==> src/rtl/pe_seq_ctrl.sv <==
// Sequencer for one PE: streams operands from the activation/filter buffers,
// captures each finished pe_out and hands it off over a valid/ready port.
module pe_seq_ctrl #(
    parameter int KSIZE   = 9,
    parameter int NUM_OUT = 4,
    parameter int ACC_LAT = 1,
    parameter int AW      = 6
) (
    input  logic          clk,
    input  logic          rst,
    input  logic          start,
    input  logic          op,
    input  logic [7:0]    cfg_bias,
    output logic          busy,
    output logic          done,
    output logic          ifm_rd_en,
    output logic [AW-1:0] ifm_addr,
    input  logic [7:0]    ifm_data,
    output logic          flt_rd_en,
    output logic [AW-1:0] flt_addr,
    input  logic [7:0]    flt_data,
    output logic [7:0]    pe_in,
    output logic [7:0]    pe_filter,
    output logic [1:0]    pe_mode,
    output logic          pe_act,
    input  logic [7:0]    pe_out,
    output logic          res_valid,
    input  logic          res_ready,
    output logic [7:0]    res_data,
    output logic [AW-1:0] res_idx
);

    localparam int KW = $clog2(KSIZE + ACC_LAT + 2);
    localparam logic [KW-1:0] K_LAST   = KW'(KSIZE - 1);
    localparam logic [KW-1:0] FL_LAST0 = KW'(ACC_LAT);
    localparam logic [KW-1:0] FL_LAST1 = KW'(1);
    localparam logic [AW-1:0] O_LAST   = AW'(NUM_OUT - 1);

    typedef enum logic [2:0] {IDLE, LOADW, ISSUE, FLUSH, WAITR, DONE} state_t;

    state_t        state, next_state;
    logic [AW-1:0] o;
    logic [KW-1:0] k;
    logic          op_q;
    logic [7:0]    bias_q;
    logic          ifm_q, flt_q, bias_sel_q;
    logic [1:0]    mode_nxt;
    logic          bias_nxt;
    logic          flush_last;
    logic          xfer;

    assign xfer       = res_valid && res_ready;
    assign flush_last = (state == FLUSH) && (k == (op_q ? FL_LAST1 : FL_LAST0));

    // Operands are the buffer outputs, zeroed whenever no read was issued last cycle
    assign pe_in     = ifm_q ? ifm_data : 8'd0;
    assign pe_filter = bias_sel_q ? bias_q : (flt_q ? flt_data : 8'd0);

    always_comb begin
        next_state = state;
        busy       = 1'b0;
        done       = 1'b0;
        ifm_rd_en  = 1'b0;
        flt_rd_en  = 1'b0;
        ifm_addr   = '0;
        flt_addr   = '0;
        mode_nxt   = 2'd3;
        bias_nxt   = 1'b0;
        case (state)
            IDLE: begin
                if (start) next_state = op ? LOADW : ISSUE;
            end
            LOADW: begin
                busy       = 1'b1;
                flt_rd_en  = 1'b1;
                mode_nxt   = 2'd2;
                next_state = ISSUE;
            end
            ISSUE: begin
                busy      = 1'b1;
                mode_nxt  = {1'b0, op_q};
                ifm_rd_en = 1'b1;
                if (op_q) begin
                    ifm_addr   = o;
                    bias_nxt   = 1'b1;
                    next_state = FLUSH;
                end else begin
                    flt_rd_en = 1'b1;
                    ifm_addr  = o + AW'(k);
                    flt_addr  = AW'(k);
                    if (k == K_LAST) next_state = FLUSH;
                end
            end
            FLUSH: begin
                busy     = 1'b1;
                mode_nxt = {1'b0, op_q};
                if (flush_last) next_state = WAITR;
            end
            WAITR: begin
                busy     = 1'b1;
                mode_nxt = {1'b0, op_q};
                if (xfer) next_state = (o == O_LAST) ? DONE : ISSUE;
            end
            DONE: begin
                done       = 1'b1;
                next_state = IDLE;
            end
            default: next_state = IDLE;
        endcase
        // The PE is parked in its idle mode as soon as the job is finishing
        if (next_state == DONE || next_state == IDLE) mode_nxt = 2'd3;
    end

    always_ff @(posedge clk) begin
        if (rst) begin
            state      <= IDLE;
            o          <= '0;
            k          <= '0;
            op_q       <= 1'b0;
            bias_q     <= 8'd0;
            ifm_q      <= 1'b0;
            flt_q      <= 1'b0;
            bias_sel_q <= 1'b0;
            pe_mode    <= 2'd3;
            pe_act     <= 1'b0;
            res_valid  <= 1'b0;
            res_data   <= 8'd0;
            res_idx    <= '0;
        end else begin
            state      <= next_state;
            pe_mode    <= mode_nxt;
            pe_act     <= ifm_rd_en | flt_rd_en;
            ifm_q      <= ifm_rd_en;
            flt_q      <= flt_rd_en;
            bias_sel_q <= bias_nxt;
            case (state)
                IDLE: begin
                    if (start) begin
                        op_q   <= op;
                        bias_q <= cfg_bias;
                        o      <= '0;
                        k      <= '0;
                    end
                end
                ISSUE: begin
                    if (!op_q) k <= (k == K_LAST) ? '0 : k + 1'b1;
                end
                FLUSH: begin
                    if (flush_last) begin
                        k         <= '0;
                        res_valid <= 1'b1;
                        res_data  <= pe_out;
                        res_idx   <= o;
                    end else begin
                        k <= k + 1'b1;
                    end
                end
                WAITR: begin
                    if (xfer) begin
                        res_valid <= 1'b0;
                        if (o != O_LAST) o <= o + 1'b1;
                    end
                end
                default: ;
            endcase
        end
    end

endmodule

==> config.mk <==
export PLATFORM = sky130hd
export DESIGN_NAME = pe_seq_ctrl
export DESIGN_NICKNAME = d
export VERILOG_FILES = /design/src/rtl/pe_seq_ctrl.sv
export SDC_FILE = /design/constraint.sdc
export NUM_CORES = 1
export LEC_CHECK = 0
export CAP_MARGIN = 20
export CORE_ASPECT_RATIO = 1.25
export CORE_MARGIN = 5
export CORE_UTILIZATION = 48
export CTS_CLUSTER_SIZE = 8
export DETAILED_ROUTE_END_ITERATION = 10
export GPL_TIMING_DRIVEN = 0
export PLACE_DENSITY = 0.86
export SLEW_MARGIN = 40
export SYNTH_ARGS = -nofsm -noshare
export SYNTH_HDL_FRONTEND = slang
export SYNTH_SLANG_ARGS = --single-unit
==> constraint.sdc <==
create_clock -name clk -period 3.7 [get_ports clk]
set_input_delay 0.74 -clock clk [delete_from_list [all_inputs] [get_ports clk]]
set_output_delay 0.74 -clock clk [all_outputs]
set_load 0.01 [all_outputs]
==> metrics.md <==
| Metric | Value |
|---|---|
| Status | `finished clean` |
| Worst min path class | `flip-flop to flip-flop` |
| Synthesized area | `2340 um^2` |
| Layout cells sized above 1 | `6.30%` |
| Relative max-transition margin | `61.7%` |
| Mapped Cells | `273` |
| Yosys warns | `0` |
| Die width | `72.5 um` |
| Vias per cell | `5.51` |
| Area delta synth->final | `43.7%` |
| Grt total ovfl | `0` |
| Die ar. | `6380 um^2` |
| First-pass GRT wire length | `10.5 mm` |
| Register area share after synthesis | `36.8%` |
| CP max FO | `8` |
| # IOs | `87` |
| TritonCTS Buffers | `5` |
| Primary FF master, synth | `dfxtp_1` |
| Maxcap violations | `0` |
| Drt drc | `0` |
| DR vias | `2342` |
| Ant. Diodes | `0` |
| # rows | `28` |
| Final period util | `90.0%` |
| PD cells | `326 nW/um^2` |
| Worst skew pair latency | `0.30 ns` |
| Yosys reg bits | `43` |
| Reg clk slew, reported paths | `0.09 ns` |
| Global placement routability congestion | `0.884` |
| CTS tree | `yes` |
| Worst VDD drop | `0.270 mV` |
| Worst-Margin Slew | `0.575 ns` |
| Startpoint Class | `flip-flop` |
| Reg-to-Reg Start | `k[0]` |
| Detailed Place HPWL | `4.97 mm` |
| Hold Startpoint | `bias_q[1]` |
| Initial antenna violation count | `0` |
| Area of the multi-input gates | `1370 um^2` |
| Die Y | `88.1 um` |
| Antenna-violating nets left | `0` |
| Core Footprint | `4730 um^2` |
| Routed WL per cell | `15.2 um` |
| Hold Slack | `0.462 ns` |
| Critical path required time | `2.96 ns` |
| EDFF count, synth | `0` |
| Inst Count DP | `417` |
| Netlist cell types | `56` |
| Drt first pass iters | `4` |
| Initial DRC count | `200` |
| Nets | `410` |
| Leakage power | `1.34 nW` |
| Most common cell after layout, fill and taps aside | `clkdlybuf4s50_1` |
| FMAX | `0.300 GHz` |
| Post-layout util | `71.1%` |
| IO buf count | `83` |
| Post-route insts no fill | `425` |
| RSZ-0062 raised after global routing | `false` |
| CTS Hold Buffers Added | `0` |
| Layout fillers | `380` |
| Final setup TNS | `0 ns` |
| Most frequent cells in the layout | `clkdlybuf4s50_1 (83), dfxtp_1 (43), nand2_1 (31), nor2_1 (25), a21oi_1 (22)` |
| Post CTS Setup Buffer Count | `0` |
| Max clock buf depth | `2` |
| Power, Total | `1.10 mW` |
| CP Capture Type | `output pin` |
| Synth Area per Inst | `8.58 um^2` |
| Register Area | `861 um^2` |
| Final Critical Period | `3.33 ns` |
| CTS HTree Levels | `2` |
| Clock sinks | `43` |
| Routed wire length | `6.48 mm` |
| CP Class | `flip-flop to output pin` |
| WP data arrival | `2.59 ns` |
| CTS resizes | `0` |
| Root Buffer | `clkbuf_8` |
| Number of global-route vias before repair | `2391` |
| Async SR Flop Fraction | `0%` |
| Setup Skew | `0.00736 ns` |
| Worst setup path start | `o[0]` |
| Slew Limit Fails | `0` |
| Fin. Hold Viols | `0` |
| Largest net degree at the start of global routing | `15` |
| Total track usage | `20.5%` |
| Setup-failing EPs final | `0` |
| Starting Density | `49.5%` |
## cells by family (layout without fill, tap and decap cells)
| logic type | count (synthesis) | count (layout) | synth area share (%) |
|---|---|---|---|
| adders and majority gates | 9 | 9 | 5.13 |
| buffers and inverters | 25 | 116 | 4.97 |
| other | 1 | 2 | 0.160 |
| DFF | 43 | 43 | 36.8 |
| and+or+nand+nor | 110 | 110 | 25.5 |
| muxes | 18 | 18 | 7.70 |
| AOI/OAI and AO/OA | 63 | 63 | 18.3 |
| xor gates and xnor gates | 4 | 4 | 1.50 |
## cell usage after synthesis, types with 2 or more instances
cell      count  area (um^2)
mux2i_1      18          180
and2_1       13         81.3
nand3_1       7         35.0
ha_1          8          100
a21o_1        2         15.0
nand2b_1      3         18.8
nand4_1       2         12.5
a22o_1        7         61.3
o21ai_0      10         50.1
o22ai_1       2         12.5
a31oi_1       4         25.0
buf_2         3         15.0
xnor2_1       4         35.0
a2111o_1      2         22.5
o31ai_1       2         15.0
a21oi_1      22          110
nor2b_1       2         12.5
nand2_1      31          116
nor3b_1       2         15.0
or4_1         2         15.0
or3_1         5         31.3
nor2_1       25         93.8
dfxtp_1      43          861
or4b_1        2         20.0
clkbuf_1     10         37.5
buf_4         3         22.5
nor3_1        4         20.0
inv_1         7         26.3
## power breakdown
group,internal (mW),leakage [nW],switching (mW)
logic,0.122,0.937,0.111
clock network,0.201,0.0581,0.165
registers,0.481,0.349,0.0157
total,0.804,1.34,0.292
## worst max-delay path, cell delays in order (launching register included)
cell	delay (ns)
dfxtp_1	0.41
ha_1	0.27
fa_1	0.41
a21o_1	0.17
a21oi_1	0.18
o21ai_0	0.10
a21oi_1	0.18
clkdlybuf4s50_1	0.57
## path summary, 6_finish.rpt
path / endpoint / slack [ns] / cells past startpoint
max: ifm_addr[4] / 0.37 / 7
min: bias_q[1] / 0.46 / 2
min reg2reg: bias_q[1] / 0.46 / 2
max reg2reg: res_data[3] / 1.70 / 6
## through the flow
stage	cell area, um^2	worst slack [ns]
final	3360	0.370
after global routing	3360	0.243
after CTS	3360	0.371
after detailed placement	3250	0.717
after global placement	3250	0.766
after floorplan	2340	1.39
## metal layers
layer / wire length [um] / track usage [%]
met5: 0 / 0
met2: 3470 / 36.6
met4: 90 / 7.72
met1: 2510 / 23.9
met3: 411 / 4.25
## cell type report
class	count	area share, %
inverters	7	0.781
multi-input cells	206	40.7
plain buffers	18	2.68
flip-flops and latches	43	25.6
clock buffers	5	2.05
clock inverters	3	1.30
repair buffers	83	24.7
well taps	60	2.23
## flip-flops by register name, indices dropped and copies added, names as in the netlist
name	count
bias_q	8
bias_sel_q	1
flt_q	1
ifm_q	1
k	4
o	6
op_q	1
pe_act	1
pe_mode	2
res_data	8
res_idx	6
res_valid	1
state	3
Power figures use the tool's default switching activity.
